===== src/rtl/key_pkg.sv =====
// Shared keypad definitions: key code constants, scanner state encoding and
// the (row, column) -> key code lookup. The calculator core uses the same codes.
package key_pkg;

    localparam logic [3:0] KEY_0   = 4'd0;
    localparam logic [3:0] KEY_1   = 4'd1;
    localparam logic [3:0] KEY_2   = 4'd2;
    localparam logic [3:0] KEY_3   = 4'd3;
    localparam logic [3:0] KEY_4   = 4'd4;
    localparam logic [3:0] KEY_5   = 4'd5;
    localparam logic [3:0] KEY_6   = 4'd6;
    localparam logic [3:0] KEY_7   = 4'd7;
    localparam logic [3:0] KEY_8   = 4'd8;
    localparam logic [3:0] KEY_9   = 4'd9;
    localparam logic [3:0] KEY_EQ  = 4'd10;
    localparam logic [3:0] KEY_CLR = 4'd11;
    localparam logic [3:0] KEY_SUB = 4'd12;
    localparam logic [3:0] KEY_ADD = 4'd13;
    localparam logic [3:0] KEY_MUL = 4'd14;
    localparam logic [3:0] KEY_DIV = 4'd15;

    typedef enum logic [1:0] {
        SCAN     = 2'd0,
        DEBOUNCE = 2'd1,
        PRESSED  = 2'd2,
        HOLD     = 2'd3
    } key_state_t;

    // True when exactly one active-low column bit is low.
    function automatic logic one_low(input logic [3:0] col);
        logic [3:0] act;
        logic [3:0] act_m1;
        act    = ~col;
        act_m1 = act - 4'd1;
        return (act != 4'd0) && ((act & act_m1) == 4'd0);
    endfunction

    // Index of the single low bit of a one-hot-low column pattern.
    function automatic logic [1:0] col_index(input logic [3:0] col);
        case (col)
            4'b1110: return 2'd0;
            4'b1101: return 2'd1;
            4'b1011: return 2'd2;
            default: return 2'd3;
        endcase
    endfunction

    // Physical keypad layout.
    function automatic logic [3:0] key_code(input logic [1:0] row, input logic [1:0] col);
        case ({row, col})
            4'h0: return KEY_1;
            4'h1: return KEY_2;
            4'h2: return KEY_3;
            4'h3: return KEY_ADD;
            4'h4: return KEY_4;
            4'h5: return KEY_5;
            4'h6: return KEY_6;
            4'h7: return KEY_SUB;
            4'h8: return KEY_7;
            4'h9: return KEY_8;
            4'hA: return KEY_9;
            4'hB: return KEY_MUL;
            4'hC: return KEY_CLR;
            4'hD: return KEY_0;
            4'hE: return KEY_EQ;
            default: return KEY_DIV;
        endcase
    endfunction

endpackage


===== src/rtl/key_sync.sv =====
// Two-flop synchronizer for the four asynchronous keypad columns.
// Resets to all ones (no column pulled low).
module key_sync (
    input  logic       clk,
    input  logic       rst_n,
    input  logic [3:0] d,
    output logic [3:0] q
);

    logic [3:0] meta;

    // Two-stage capture of the raw column lines.
    always_ff @(posedge clk or negedge rst_n) begin
        if (!rst_n) begin
            meta <= 4'hF;
            q    <= 4'hF;
        end else begin
            meta <= d;
            q    <= meta;
        end
    end

endmodule


===== src/rtl/key_scan.sv =====
// 4x4 matrix keypad scanner/encoder. Drives one row low at a time, samples the
// synchronized columns, debounces a single press and emits a one-cycle flag
// with the key code on data (data holds its value between flags).
// Handshake: flag is a one-cycle valid with no ready; data is meaningful in the
// flag cycle and the consumer must take it then.
// Optional build macro: KEY_REPEAT_EN enables auto-repeat while a key is held.
module key_scan
    import key_pkg::*;
#(
    parameter int SCAN_CYC     = 4,
    parameter int DEB_CYC      = 20,
    parameter int REPEAT_DELAY = 500,
    parameter int REPEAT_RATE  = 100
) (
    input  logic       clk_1khz,
    input  logic       rst_n,
    input  logic [3:0] col_n,
    output logic [3:0] row_n,
    output logic       flag,
    output logic [3:0] data,
    output key_state_t dbg_state
);

    localparam int MAX_A = (SCAN_CYC > DEB_CYC) ? SCAN_CYC : DEB_CYC;
    localparam int MAX_B = (REPEAT_DELAY > REPEAT_RATE) ? REPEAT_DELAY : REPEAT_RATE;
    localparam int CNT_MAX = (MAX_A > MAX_B) ? MAX_A : MAX_B;
    localparam int CW = $clog2(CNT_MAX) + 1;
    localparam logic [CW-1:0] CNT_TOP   = {CW{1'b1}};
    localparam logic [CW-1:0] SCAN_LAST = CW'(SCAN_CYC - 1);
    localparam logic [CW-1:0] DEB_LAST  = CW'(DEB_CYC - 1);

    key_state_t    state, next_state;
    logic [3:0]    col_s;
    logic [CW-1:0] cnt;
    logic [1:0]    row_q;
    logic [3:0]    col_lat;
    logic [3:0]    data_q;
    logic          rep_fire;

    key_sync u_sync (
        .clk   (clk_1khz),
        .rst_n (rst_n),
        .d     (col_n),
        .q     (col_s)
    );

    // State register.
    always_ff @(posedge clk_1khz or negedge rst_n) begin
        if (!rst_n) state <= SCAN;
        else        state <= next_state;
    end

    // Next-state decisions from the synchronized columns and the shared counter.
    always_comb begin
        next_state = state;
        case (state)
            SCAN:     if (cnt == SCAN_LAST && one_low(col_s)) next_state = DEBOUNCE;
            DEBOUNCE: begin
                if (col_s != col_lat)     next_state = SCAN;
                else if (cnt == DEB_LAST) next_state = PRESSED;
            end
            PRESSED:  next_state = HOLD;
            HOLD:     if (col_s == 4'hF && cnt == DEB_LAST) next_state = SCAN;
            default:  next_state = SCAN;
        endcase
    end

    // Counter, row pointer, latched column pattern and output code register.
    always_ff @(posedge clk_1khz or negedge rst_n) begin
        if (!rst_n) begin
            cnt     <= '0;
            row_q   <= 2'd0;
            col_lat <= 4'hF;
            data_q  <= 4'd0;
        end else begin
            case (state)
                SCAN: begin
                    if (cnt == SCAN_LAST) begin
                        cnt <= '0;
                        if (next_state == DEBOUNCE) col_lat <= col_s;
                        else                        row_q   <= row_q + 2'd1;
                    end else if (cnt != CNT_TOP) begin
                        cnt <= cnt + 1'b1;
                    end
                end
                DEBOUNCE: begin
                    if (next_state == SCAN) begin
                        cnt   <= '0;
                        row_q <= row_q + 2'd1;
                    end else if (next_state == PRESSED) begin
                        cnt    <= '0;
                        data_q <= key_code(row_q, col_index(col_lat));
                    end else if (cnt != CNT_TOP) begin
                        cnt <= cnt + 1'b1;
                    end
                end
                PRESSED: cnt <= '0;
                default: begin
                    // HOLD: only an all-released pattern advances the release count.
                    if (next_state == SCAN) begin
                        cnt   <= '0;
                        row_q <= row_q + 2'd1;
                    end else if (col_s != 4'hF) begin
                        cnt <= '0;
                    end else if (cnt != CNT_TOP) begin
                        cnt <= cnt + 1'b1;
                    end
                end
            endcase
        end
    end

`ifdef KEY_REPEAT_EN
    localparam logic [CW-1:0] REP_AT   = CW'(REPEAT_DELAY);
    localparam logic [CW-1:0] REP_BACK = CW'(REPEAT_DELAY - REPEAT_RATE + 1);

    logic [CW-1:0] rcnt;
    logic          rep_live;

    // rcnt equals cycles since the PRESSED cycle; repeating stops for good once
    // the held pattern changes (release started or another key joined).
    assign rep_fire = (state == HOLD) && rep_live && (col_s == col_lat) && (rcnt == REP_AT);

    // Auto-repeat timer.
    always_ff @(posedge clk_1khz or negedge rst_n) begin
        if (!rst_n) begin
            rcnt     <= '0;
            rep_live <= 1'b0;
        end else if (state == PRESSED) begin
            rcnt     <= CW'(1);
            rep_live <= 1'b1;
        end else if (state == HOLD) begin
            if (col_s != col_lat)   rep_live <= 1'b0;
            else if (rep_fire)      rcnt     <= REP_BACK;
            else if (rcnt != CNT_TOP) rcnt   <= rcnt + 1'b1;
        end else begin
            rep_live <= 1'b0;
        end
    end
`else
    assign rep_fire = 1'b0;
`endif

    // Output decode from registered state.
    always_comb begin
        row_n     = ~(4'b0001 << row_q);
        flag      = (state == PRESSED) || rep_fire;
        data      = data_q;
        dbg_state = state;
    end

endmodule


===== config.mk =====
export PLATFORM = sky130hd
export DESIGN_NAME = key_scan
export DESIGN_NICKNAME = d
export VERILOG_FILES = /design/src/rtl/key_pkg.sv /design/src/rtl/key_sync.sv /design/src/rtl/key_scan.sv
export SDC_FILE = /design/constraint.sdc
export NUM_CORES = 1
export LEC_CHECK = 0
export ABC_AREA = 1
export ABC_CLOCK_PERIOD_IN_PS = 1800
export BUFFER_PORTS_ARGS = -buffer_cell sky130_fd_sc_hd__buf_2
export CORE_MARGIN = 5
export CORE_UTILIZATION = 40
export DETAILED_ROUTE_END_ITERATION = 16
export GPL_ROUTABILITY_DRIVEN = 0
export PLACE_DENSITY = 0.68
export SLEW_MARGIN = 30
export SYNTH_ARGS = -nofsm -noshare
export SYNTH_HDL_FRONTEND = slang
export SYNTH_SLANG_ARGS = --single-unit

===== constraint.sdc =====
create_clock -name clk_1khz -period 1.8 [get_ports clk_1khz]
set_input_delay 0.36 -clock clk_1khz [delete_from_list [all_inputs] [get_ports clk_1khz]]
set_output_delay 0.36 -clock clk_1khz [all_outputs]
set_load 0.01 [all_outputs]

# After elaboration in Yosys (flattened, before gate mapping)
# Memories as Yosys holds them, arrays and structs flattened. A register that Yosys moved wholly into a read port is not among the register bits.
# Cells that the tools add are included.
# totals
ff_bits	26
memories	1
elab_cells	64
mem_bits_ro	64
# mem_list
name	words	width	rd	rd_ports_with_merged_regs	wr	line_no	rtl
(name not given)	16	4	1	1	0	key_pkg.sv:50	case ({row, col})
# classes
bitwise_logic	5
eq_ne	16
mux	20
n_reduce_logical	12
n_addsub	3
shift	1
# op_table
operator	n
2-to-1 mux 10 bit	6
one-hot mux 10 bit (3 select lines)	1
2-to-1 mux 2 bit	10
== test 4 bit (second input constant)	4
adder 10 x 1 -> 10 bit (second input constant)	1
== test 10 x 2 -> 1 bit (second input constant)	1
== test 10 x 5 -> 1 bit (second input constant)	1
!= test 10 bit (second input constant)	1
inverter 4 bit	2
one-hot mux 2 bit (4 select lines)	1
== test 2 bit (second input constant)	3
one-hot mux 2 bit (3 select lines)	1
AND reduction 3 bit	2
bitwise AND 4 bit	1
== test 2 x 1 -> 1 bit (second input constant)	2
zero test 2 bit	2
zero test 4 bit	1
!= test 2 bit (second input constant)	2
!= test 4 bit	1
!= test 4 bit (second input constant)	1
one-hot mux 2 bit (2 select lines)	1
AND reduction 4 bit	1
nonzero test 4 bit	1
left shift 1 x 2 -> 4 bit (first input constant)	1
6 further kinds	9

# Logic depth before layout (Yosys ltp)
# Gate-level depths: netlist (run 1).
# logic_depth
word_depth	12
depth_mapped	12
ltp_nobuf	12

# Hierarchy
# Synthesis (run 1) repeated with hierarchy kept, for this count alone.
# hier_totals
cells_unflattened	218
area_unflattened_um2	1848.0
# modules_own_cells
module	cells_per_inst	area_each_um2	n_inst
key_scan	210	1637.8	1
key_sync	8	210.2	1

# Worst setup path after synthesis (run 1)
# Ideal clock, no wire load.
# synth_path
path_type	reg-to-reg
from	register col_lat[1]
to	register data_q[3] (netlist: data[3])
setup_ns	0.065
synth_period_minus_slack_ns	1.690
path_slack_ns	0.110
arrival_ns	1.625
t_required_ns	1.735
path_stages_with_launch	11
cell_sequence	dfstp_2 inv_2 nand3_1 inv_1 ha_1 or2_2 o21ai_0 nor2_1 a22oi_1 nand2_1 nand2_1
# synth_between
elab_chain_cells	6
word_cells_on_any_way	14
cone_classes	eq/ne (5); mux (6); bitwise (1); reduce/logical (2)
# synth_rtl
item	line_no	rtl
start, declared	key_scan.sv:36	logic [3:0] col_lat;
start signal, assigned	key_scan.sv:80	if (next_state == DEBOUNCE) col_lat <= col_s;
!= test 4 bit	key_scan.sv:59	if (col_s != col_lat) next_state = SCAN;
2-to-1 mux 2 bit	key_scan.sv:59	
one-hot mux 2 bit (4 select lines)	key_scan.sv:56	case (state)
zero test 2 bit	key_scan.sv:87	if (next_state == SCAN) begin
inverter 1 bit (no line)	n/a	
AND reduction 3 bit (no line)	n/a	
end, declared	key_scan.sv:37	logic [3:0] data_q;
# Parallel ways exist; a longest one is shown, timed or not. The select of a mux whose other input is x is not followed.
# A chain may end at the register's enable or synchronous reset.

# Final worst setup path (run 1)
# layout_path
from	register row_q[0]
to	output port row_n[0]
# layout_between
elab_chain_cells	2
# layout_rtl
item	line_no	rtl
start, declared	key_scan.sv:35	logic [1:0] row_q;
start signal, assigned	key_scan.sv:81	else row_q <= row_q + 2'd1;
start signal, assigned	key_scan.sv:89	row_q <= row_q + 2'd1;
start signal, assigned	key_scan.sv:102	row_q <= row_q + 2'd1;
left shift 1 x 2 -> 4 bit	key_scan.sv:146	row_n = ~(4'b0001 << row_q);
inverter 4 bit	key_scan.sv:146	
end, declared	key_scan.sv:18	output logic [3:0] row_n,
# No other way between the ends.

==> summary.txt, run 1 <==
Route
  – Final WL: 3.58 mm
  – DRT antenna net count: 0
  – DRC: 0
  – Total number of vias: 1,479
  – Iteration-0 DRC Markers: 47
  – Drt pass-1 iters: 4
  – Vias/cell: 4.67
  – Average wire per standard cell: about 11 um

Finish
  – Most common cell after layout, fill and taps aside: nand2_1
  – Synth-to-Final Area Change: 21.0%
  – Fin util: between 50% and 60%
  – FF/Latch Area: 766 um^2
  – Most frequent cells in the layout: 51 x nand2_1, 40 x inv_1, 18 x dfrtp_1, 16 x buf_2
  – Nets: 279
  – Layout cell share with drive strength beyond 1: 30.2%
  – Area used by multi-input combinational logic: about 1000 um^2
  – Fillers: 423
  – Antenna cells: 0
  – Post-route non-filler standard cell count: 317

Synthesis
  – Avg Cell Area, Syn: 7.85 um^2
  – Post-synth top area cell: dfrtp_1
  – Synthesis-stage register bit count: 30
  – Mux cell area share after synthesis: 0%
  – Mapped Nets: 249
  – Post-Synth XOR/XNOR Area: 1.43%
  – Post-Syn Area: 0.00184 mm^2
  – Distinct cells, synth: 29
  – Synth warn: 0
  – Post-synthesis sequential area ratio: 41.7%
  – Adder-cell area share of the yosys netlist: 6.13%
  – Mapped Cells: roughly 230
  – Share of the synthesized area in the top cell type: 24.5%
  – Top area cells in the synthesized netlist: dfrtp_1 25%, dfstp_2 17%, nand2_1 11%
  – Post-Synth Simple-Gate Area: 31.0%
  – Largest family of logic cells by synthesized area: simple AND/OR/NAND/NOR gates
  – Compound-cell area share of the yosys netlist: 10.7%

STA
  – Fin crit share: a little over nine tenths
  – Final Hold Viols: 0
  – Unrepaired setup endpoints after global routing: yes
  – Slew @ Worst Pin: approximately 0.66 ns
  – Fmax: 589 MHz
  – Clk_skew: 0.00553 ns
  – Final setup vio count: 0
  – Final min period: between 1.5 and 2 ns
  – Max-slew violations: 0
  – Slew HR: between 50% and 60%

Clock tree
  – CTS Hold Bufs: 0
  – TritonCTS Buffers: 5
  – Clock Tree Buf Depth: 2
  – TritonCTS clock tree: done
  – TritonCTS sink count: 30
  – Worst skew pair latency: approximately 0.27 ns
  – Clock transition at path regs: roughly 0.060 ns
  – Htree depth: 2
  – Root Driver: clkbuf_8

Power
  – Lkg Pwr: 1.18 nW
  – Max VDD drop: 0.768 mV
  – Power per cell area: 1240 mW/mm^2

Global routing
  – GRT overflow: 0
  – Vias in the first global route: 1,347
  – GR Util All Layers: approximately an eighth
  – Initial antenna violation count: 0
  – Pin count of the biggest net entering global routing: 31
  – First-pass GRT wire length: 5.93 mm

Run status
  – Status: complete, no violations

Floorplanning
  – Die Wd: 77.8 um
  – Top-Level Pins: 17
  – # rows: 24
  – DIE AREA: 0.00605 mm^2
  – Starting Density: approximately two fifths
  – Die height: about 78 um
  – Placeable Area: 0.00441 mm^2

Placement
  – HPWL after DPL: 2.59 mm
  – Placed Cells: 304
  – Port Buffer Count: 16

Setup path
  – RR Endpoint: data[3]
  – Reg-to-reg setup timing slack: 0.11 ns
  – R2R depth: 10
  – Reg2reg start: col_lat[1]
  – Arrival @ worst endpoint: 1.34 ns
  – Worst Path Class, Setup: reg -> out
  – Peak fanout along the critical path: 12
  – Startpoint types: flip-flop
  – Crit end category: output pin
  – WP data required: 1.44 ns

Flow run
  – # Max-Cap Violations: 0

Hold path
  – HP Class: in -> async
==> cell families (layout without fill, tap and decap cells) <==
| group | Yosys count | after routing |
|---|---|---|
| AO/OA/AOI/OAI | 37 | 37 |
| XOR/XNOR | 3 | 3 |
| adder cells (fa/ha/maj) | 9 | 9 |
| buffers and inverters | 44 | 75 |
| flip-flops | 30 | 30 |
| AND/OR/NAND/NOR | 111 | 111 |
==> report_power, final <==
group	internal [mW]	switching, mW
Sequential	0.846	0.170
Combinational	0.471	0.723
Clock	0.307	0.247
==> flip-flops by register name, summed over array words and instances (netlist names) <==
signal and flops:
u_sync.q 4, row_q 2, col_lat 4, dbg_state 2
cnt 10, data 4, u_sync.meta 4
==> final cells by class <==
type                    instances  area share (%)
repair buffers                 24            6.30
flip-flops and latches         30            34.4
clock buffers                   6            3.71
clock inverters                 2           0.563
well taps                      52            2.93
multi-input cells             160            44.8
inverters                      43            7.26
==> worst max-delay path by stage <==
stage,cells after the start,startpoint,end
finish,4,row_q[0],row_n[0]
global route,9,cnt[2],cnt[9]
floorplan,10,col_lat[1],data[3]
detailed placement,10,col_lat[1],data[3]
global placement,10,col_lat[1],data[3]
CTS,10,col_lat[1],data[3]
==> routing by layer <==
| layer | vias to the layer above | share of wire [%] | track usage (%) |
|---|---|---|---|
| met3 | 2 | 4.3 | 4.28 |
| li1 | 797 | - | - |
| met1 | 658 | 49 | 16.4 |
| met4 | 0 | 0.56 | 3.26 |
| met2 | 22 | 46 | 17.8 |
| met5 | - | 0 | 0 |
==> metrics by stage <==
stage                     power (mW)  TNS [ns]  cell area, um^2  hold slack (ns)  setup WS (ns)
after floorplan                 1.78         0             1840           0.0644          0.110
after global placement          2.02         0             2000            0.345         0.0406
after detailed placement        2.04         0             2000            0.347         0.0298
after CTS                       2.61         0             2090            0.133        0.00691
after global routing            3.02    -0.189             2220            0.161        -0.0359
final                           2.76         0             2220            0.118          0.102
==> timing repair <==
action                                  4_1_cts  5_1_grt
setup buffers                                 0        5
gates resized for setup                       0       24
endpoints found under the setup margin        0       20
==> critical path: stages, from the launching register on <==
cell	delay (ns)
dfrtp_1	0.42
inv_1	0.28
ha_1	0.20
inv_1	0.03
buf_2	0.12
==> synthesized netlist by cell type, drive strengths merged <==
library cell  number
dfrtp             18
nand4              4
a22oi              1
inv               43
o31ai              1
or2                1
nand3             20
nor3               2
a21oi             14
xor2               3
a31oi              1
ha                 9
nand2             60
nor2              24
o21ai             18
dfstp             12
buf                1
a21boi             1
o211ai             1
Note: power is estimated with default switching activity, not from simulation.
==> run 2, diff against run 1 <==
--- a/config.mk
+++ b/config.mk
@@ -7,12 +7,12 @@
 export LEC_CHECK = 0
 export ABC_AREA = 1
 export ABC_CLOCK_PERIOD_IN_PS = 1800
-export BUFFER_PORTS_ARGS = -buffer_cell sky130_fd_sc_hd__buf_2
 export CORE_MARGIN = 5
 export CORE_UTILIZATION = 40
 export DETAILED_ROUTE_END_ITERATION = 16
+export DONT_BUFFER_PORTS = 1
 export GPL_ROUTABILITY_DRIVEN = 0
-export PLACE_DENSITY = 0.68
+export PLACE_DENSITY = 0.64
 export SLEW_MARGIN = 30
 export SYNTH_ARGS = -nofsm -noshare
 export SYNTH_HDL_FRONTEND = slang
==> run 2 against run 1 <==
Effect of this change:
- die area is the same
- critical path depth grew 6
- clock skew is 0.0017 ns lower
- non-clock buffer count shrank 14
- power is 0.96% higher
- combinational power hardly changed
- first-iteration DRC count rose by 17%
- cell count down 4.4%
- clock-buffer cell count is the same
- global-route usage increased by 1.0 points
- via count increased by 2.1%
- worst hold slack worse by 0.045 ns
- largest cell class unchanged
- largest power group unchanged
==> summary.txt, run 2 (same netlist as run 1, synthesis figures left out) <==
Run status
  – Status: complete, no violations

Clock tree
  – Clock Tree Buf Depth: 2
  – Clock transition at path regs: 0.07 ns
  – Htree depth: 2
  – Worst skew pair latency: ~0.28 ns
  – TritonCTS Buffers: 5
  – Root Driver: clkbuf_8
  – TritonCTS clock tree: done
  – TritonCTS sink count: 30

Setup path
  – Startpoint types: flip-flop
  – CP max stage cell: dfstp_2
  – Buf+Inv Stages, Crit Path: 1
  – Crit end category: flip-flop
  – Peak fanout along the critical path: 10
  – WP data required: 2.00 ns
  – Top delay family on crit path: simple AND/OR/NAND/NOR gates
  – Worst Path Class, Setup: reg -> reg
  – Crit-path max cell delay: around 0.6 ns
  – Arrival @ worst endpoint: 1.92 ns
  – Critical-path cell list: inv_1, nand2_1, nand2_1, nor2_2, nand2_2, nand2_2, nand3_2, nor2_4, nand2_4, a21oi_1

Global routing
  – Pin count of the biggest net entering global routing: 31
  – GRT overflow: 0
  – GR Util All Layers: 13.0%
  – Vias in the first global route: between 1,000 and 1,500
  – First-pass GRT wire length: 6.43 mm
  – Initial antenna violation count: 0

Finish
  – Layout cell share with drive strength beyond 1: 28.7%
  – Synth-to-Final Area Change: 19.5%
  – Nets: 265
  – Post-route non-filler standard cell count: 303
  – Fillers: 434
  – Most frequent cells in the layout: 52 x nand2_1, 39 x inv_1, 18 x dfrtp_1, 15 x nand3_1
  – Antenna cells: 0
  – Largest register FFs: 10
  – Largest register by flop count: cnt
  – Most common cell after layout, fill and taps aside: nand2_1

Placement
  – Port Buffer Count: 0
  – Placed Cells: 288
  – HPWL after DPL: 2.68 mm

Power
  – Design Power: 2.79 mW
  – Lkg Pwr: between 1 and 1.5 nW
  – Max VDD drop: between 0.6 and 0.7 mV
  – Power per cell area: 1270 mW/mm^2

Floorplanning
  – Die height: 77.8 um
  – Placeable Area: roughly 0.0044 mm^2
  – DIE AREA: 0.00605 mm^2
  – # rows: 24
  – Die Wd: 77.8 um
  – Starting Density: roughly two fifths
  – Top-Level Pins: 17

Route
  – Iteration-0 DRC Markers: 55
  – Vias/cell: 4.98
  – DRC: 0
  – Final WL: 3.87 mm
  – Total number of vias: 1,510
  – Drt pass-1 iters: 4
  – Average wire per standard cell: 12.8 um
  – DRT antenna net count: 0

STA
  – Fin crit share: 95.5%
  – Final min period: 1.72 ns
  – Slew @ Worst Pin: 0.362 ns
  – Final setup vio count: 0
  – Max-slew violations: 0
  – Final Hold Viols: 0
  – Setup TNS: 0 ns
  – Clk_skew: 0.00385 ns
  – Fmax: about 580 MHz
  – Slew HR: 75.9%
  – Unrepaired setup endpoints after global routing: yes

Flow run
  – # Max-Cap Violations: 0

Hold path
  – HP Class: in -> reg
run 2: final timing paths:
check,to,slack [ns],cells after the start,from
max,cnt[6],0.08,10,col_lat[3]
min,u_sync.meta[0],0.07,0,col_n[0]
max reg2reg,cnt[6],0.08,10,col_lat[3]
min reg2reg,u_sync.q[1],0.36,0,u_sync.meta[1]
max in group asynchronous,col_lat[0],1.05,2,rst_n
min in group asynchronous,row_q[0],0.51,2,rst_n
run 2: per-layer routing:
| layer | routed length [um] | up-vias | track usage [%] |
|---|---|---|---|
| li1 | - | 774 | - |
| met1 | 1820 | 707 | 17.7 |
| met2 | 1860 | 24 | 20.3 |
| met3 | 150 | 5 | 3.70 |
| met4 | 37 | 0 | 3.09 |
| met5 | 0 | - | 0 |
run 2: area by class of cell:
class	count	area (um^2)	share of cell area, %
Tap cell	52	65.1	2.96
Timing Repair Buffer	10	93.8	4.28
Clock inverter	2	12.5	0.570
Inverter	43	161	7.35
Sequential cell	30	766	34.9
Multi-Input combinational cell	160	1010	46.2
Clock buffer	6	82.6	3.76
run 2: where the power goes:
part           internal (mW)  switching (mW)  total, mW  leakage, nW
Sequential             0.847           0.204       1.05        0.368
Combinational          0.442           0.736       1.18        0.715
Clock                  0.307           0.255      0.561       0.0472
run 2: metrics by stage:
step / hold WS, ns / utilization (%) / worst slack (ns) / cell area (um^2)
after CTS: 0.0636 / 46.6 / 0.00279 / 2060
after detailed placement: 0.0653 / 43.5 / 0.0144 / 1920
after floorplan: 0.0644 / - / 0.110 / 1840
after global placement: 0.0653 / 43.5 / 0.0487 / 1920
after global routing: 0.0578 / 49.7 / -0.0416 / 2190
final: 0.0736 / 49.7 / 0.0804 / 2190
run 2: timing repair:
item | 4_1_cts | 5_1_grt
endpoints found under the hold margin | 30 | 0
endpoints found under the setup margin | 2 | 20
hold buffers | 2 | 0
gates resized for setup | 1 | 30
setup buffers | 1 | 4
pin swaps | 0 | 7
run 2: worst register-to-register path: stages, from the launching register on:
cell and delay [ns]:
dfstp_2 0.60, inv_1 0.05, nand2_1 0.05, nand2_1 0.08, nor2_2 0.13, nand2_2 0.12, nand2_2 0.11, nand3_2 0.10
nor2_4 0.11, nand2_4 0.13, a21oi_1 0.15
==> run 3, diff against run 2 <==
==> constraint.sdc (replaced) <==
create_clock -name clk_1khz -period 1.8 [get_ports clk_1khz]
set_input_delay 0.36 -clock clk_1khz [delete_from_list [all_inputs] [get_ports clk_1khz]]
set_output_delay 0.36 -clock clk_1khz [all_outputs]
set_load 0.05 [all_outputs]
==> run 3 against run 2 <==
Effect of this change:
- global-route usage down 0.54 points
- cell count unchanged
- wire length down 5.4%
- die area unchanged
- clock skew up 0.0017 ns
- combinational power up 12%
- sequential share of layout area up 0.12 points
- worst hold slack worse by 0.0053 ns
- non-clock buffer count unchanged
- clock-buffer cell count unchanged
- core utilization down 0.17 points
- register-to-register slack about the same
- critical endpoint is now data[3]
- highest routed layer unchanged
==> summary.txt, run 3 (same netlist as run 1, synthesis figures left out) <==
Setup path
  – R2R depth: 8
  – CP Launch Point: col_lat[0]
  – Reg-to-reg setup timing slack: 0.07 ns
  – Top delay family on crit path: flip-flops
  – Worst Path Class, Setup: reg -> reg
  – Critical-path cell list: nand4_1, ha_2, or2_4, o21ai_1, nor2_1, a22oi_1, nand2_1, nand2_1
  – Crit-path max cell delay: around 0.62 ns
  – Levels on crit path: 8
  – Peak fanout along the critical path: 6
  – WP data required: 2.02 ns
  – CP max stage cell: dfstp_2
  – Crit path top cell by count: nand2_1
  – RR Endpoint: data[3]
  – Reg2reg start: col_lat[0]
  – Arrival @ worst endpoint: roughly 2 ns
  – Buf+Inv Stages, Crit Path: 0
  – Crit end category: flip-flop
  – Startpoint types: flip-flop
  – Worst Setup EP: data[3]

Placement
  – HPWL after DPL: 2.55 mm
  – Port Buffer Count: 0
  – Cell Area, Placed: 0.00196 mm^2

STA
  – Final min period: 1.73 ns
  – Final Hold Viols: 0
  – Max-slew violations: 0
  – Final setup vio count: 0
  – Clk_skew: 0.00559 ns
  – Slew @ Worst Pin: 0.486 ns
  – Unrepaired setup endpoints after global routing: yes
  – Fin crit share: 96.3%
  – Min Hold Slack: 0.0683 ns
  – Slew HR: 67.6%
  – Fmax: 577 MHz

Finish
  – Largest register FFs: 10
  – Most common cell after layout, fill and taps aside: nand2_1
  – Most frequent cells in the layout: 51 x nand2_1, 36 x inv_1, 18 x dfrtp_1, 16 x nand3_1, 15 x o21ai_0
  – Layout cell share with drive strength beyond 1: 28.7%
  – Synth-to-Final Area Change: 19.1%
  – Final Instance Area: 0.00219 mm^2
  – Antenna cells: 0
  – Nets: 265
  – Fin util: 49.5%
  – Largest register by flop count: cnt
  – Fillers: 424

Hold path
  – HP Class: in -> reg

Route
  – Drt pass-1 iters: 5
  – Vias/cell: 4.83
  – DRC: 0
  – DRT antenna net count: 0
  – Iteration-0 DRC Markers: 85
  – Total number of vias: 1,464
  – Final WL: 3.66 mm
  – Average wire per standard cell: roughly 12 um

Floorplanning
  – DIE AREA: 0.00605 mm^2
  – Placeable Area: 0.00441 mm^2
  – Die height: 77.8 um
  – # rows: 24
  – Starting Density: a little over two fifths
  – Die Wd: 77.8 um
  – Top-Level Pins: 17

Clock tree
  – TritonCTS clock tree: done
  – Root Driver: clkbuf_8
  – Clock transition at path regs: roughly 0.07 ns
  – TritonCTS Buffers: 5
  – Worst skew pair latency: 0.28 ns
  – Htree depth: 2
  – TritonCTS sink count: 30
  – Clock Tree Buf Depth: 2

Power
  – Lkg Pwr: ~1.1 nW
  – Max VDD drop: 0.625 mV
  – Power per cell area: 1340 mW/mm^2

Run status
  – Status: complete, no violations

Global routing
  – GR Util All Layers: between 10 and 15%
  – Vias in the first global route: 1,329
  – First-pass GRT wire length: 6.14 mm
  – Pin count of the biggest net entering global routing: 31
  – GRT overflow: 0
  – Initial antenna violation count: 0

Flow run
  – # Max-Cap Violations: 0
==> run 3: changes by cell type in the layout (fill, tap and decap cells not counted), moves of 2 or more <==
cell	delta
a21oi_2	-2
inv_1	-3
a21oi_1	+2
nand2_2	+2
clkinvlp_4	+2
nor2_2	+2
==> run 3: worst register-to-register path: cells and delay by family, from the launching register on <==
| kind | cells | cell delay [ns] |
|---|---|---|
| compound gates | 2 | 0.22 |
| fa+ha+maj | 1 | 0.23 |
| flops | 1 | 0.62 |
| simple gates | 5 | 0.59 |
==> run 3: through the flow <==
step | TNS, ns | worst slack [ns] | total power [mW] | instances
after floorplan | 0 | 0.109 | 1.95 | 234
after global placement | 0 | 0.0511 | 2.16 | 292
after detailed placement | 0 | 0.0260 | 2.16 | 292
after CTS | 0 | 0.00541 | 2.79 | 302
after global routing | -0.0456 | -0.0297 | 3.18 | 303
final | 0 | 0.0674 | 2.93 | 303
==> run 3: cell type report <==
class                           count  area, um^2  area share [%]
Multi-Input combinational cell    160         987            45.1
Sequential cell                    30         766            35.0
Inverter                           43         171            7.84
Timing Repair Buffer               10         103            4.69
Clock buffer                        6        82.6            3.78
Tap cell                           52        65.1            2.97
Clock inverter                      2        12.5           0.572
==> run 3: per-layer routing <==
layer	vias to the layer above	wire, um	global-route usage, %
met3	5	156	3.94
li1	768	-	-
met2	28	1680	17.4
met4	0	42	4.98
met1	663	1780	17.7
met5	-	0	0
==> run 3: worst min path at each step <==
stage,from,endpoint,slack [ns],depth (start not counted)
after floorplan,rst_n,cnt[0],0.06,0
after global placement,rst_n,row_q[1],0.07,0
after detailed placement,rst_n,row_q[1],0.07,0
after CTS,col_n[1],u_sync.meta[1],0.06,0
after global routing,col_n[3],u_sync.meta[3],0.05,0
final,col_n[1],u_sync.meta[1],0.07,0
==> run 3: where the power goes <==
part,internal (mW),switching [mW],total [mW]
clock network,0.307,0.266,0.572
logic,0.440,0.881,1.32
registers,0.847,0.190,1.04
==> run 3: repair_timing <==
| item | 4_1_cts | 5_1_grt |
|---|---|---|
| hold endpoints to repair | 30 | 0 |
| hold buffers | 2 | 0 |
| endpoints found under the setup margin | 2 | 22 |
| pin swaps | 0 | 5 |
| buffers inserted | 0 | 1 |
| gates resized for setup | 2 | 25 |
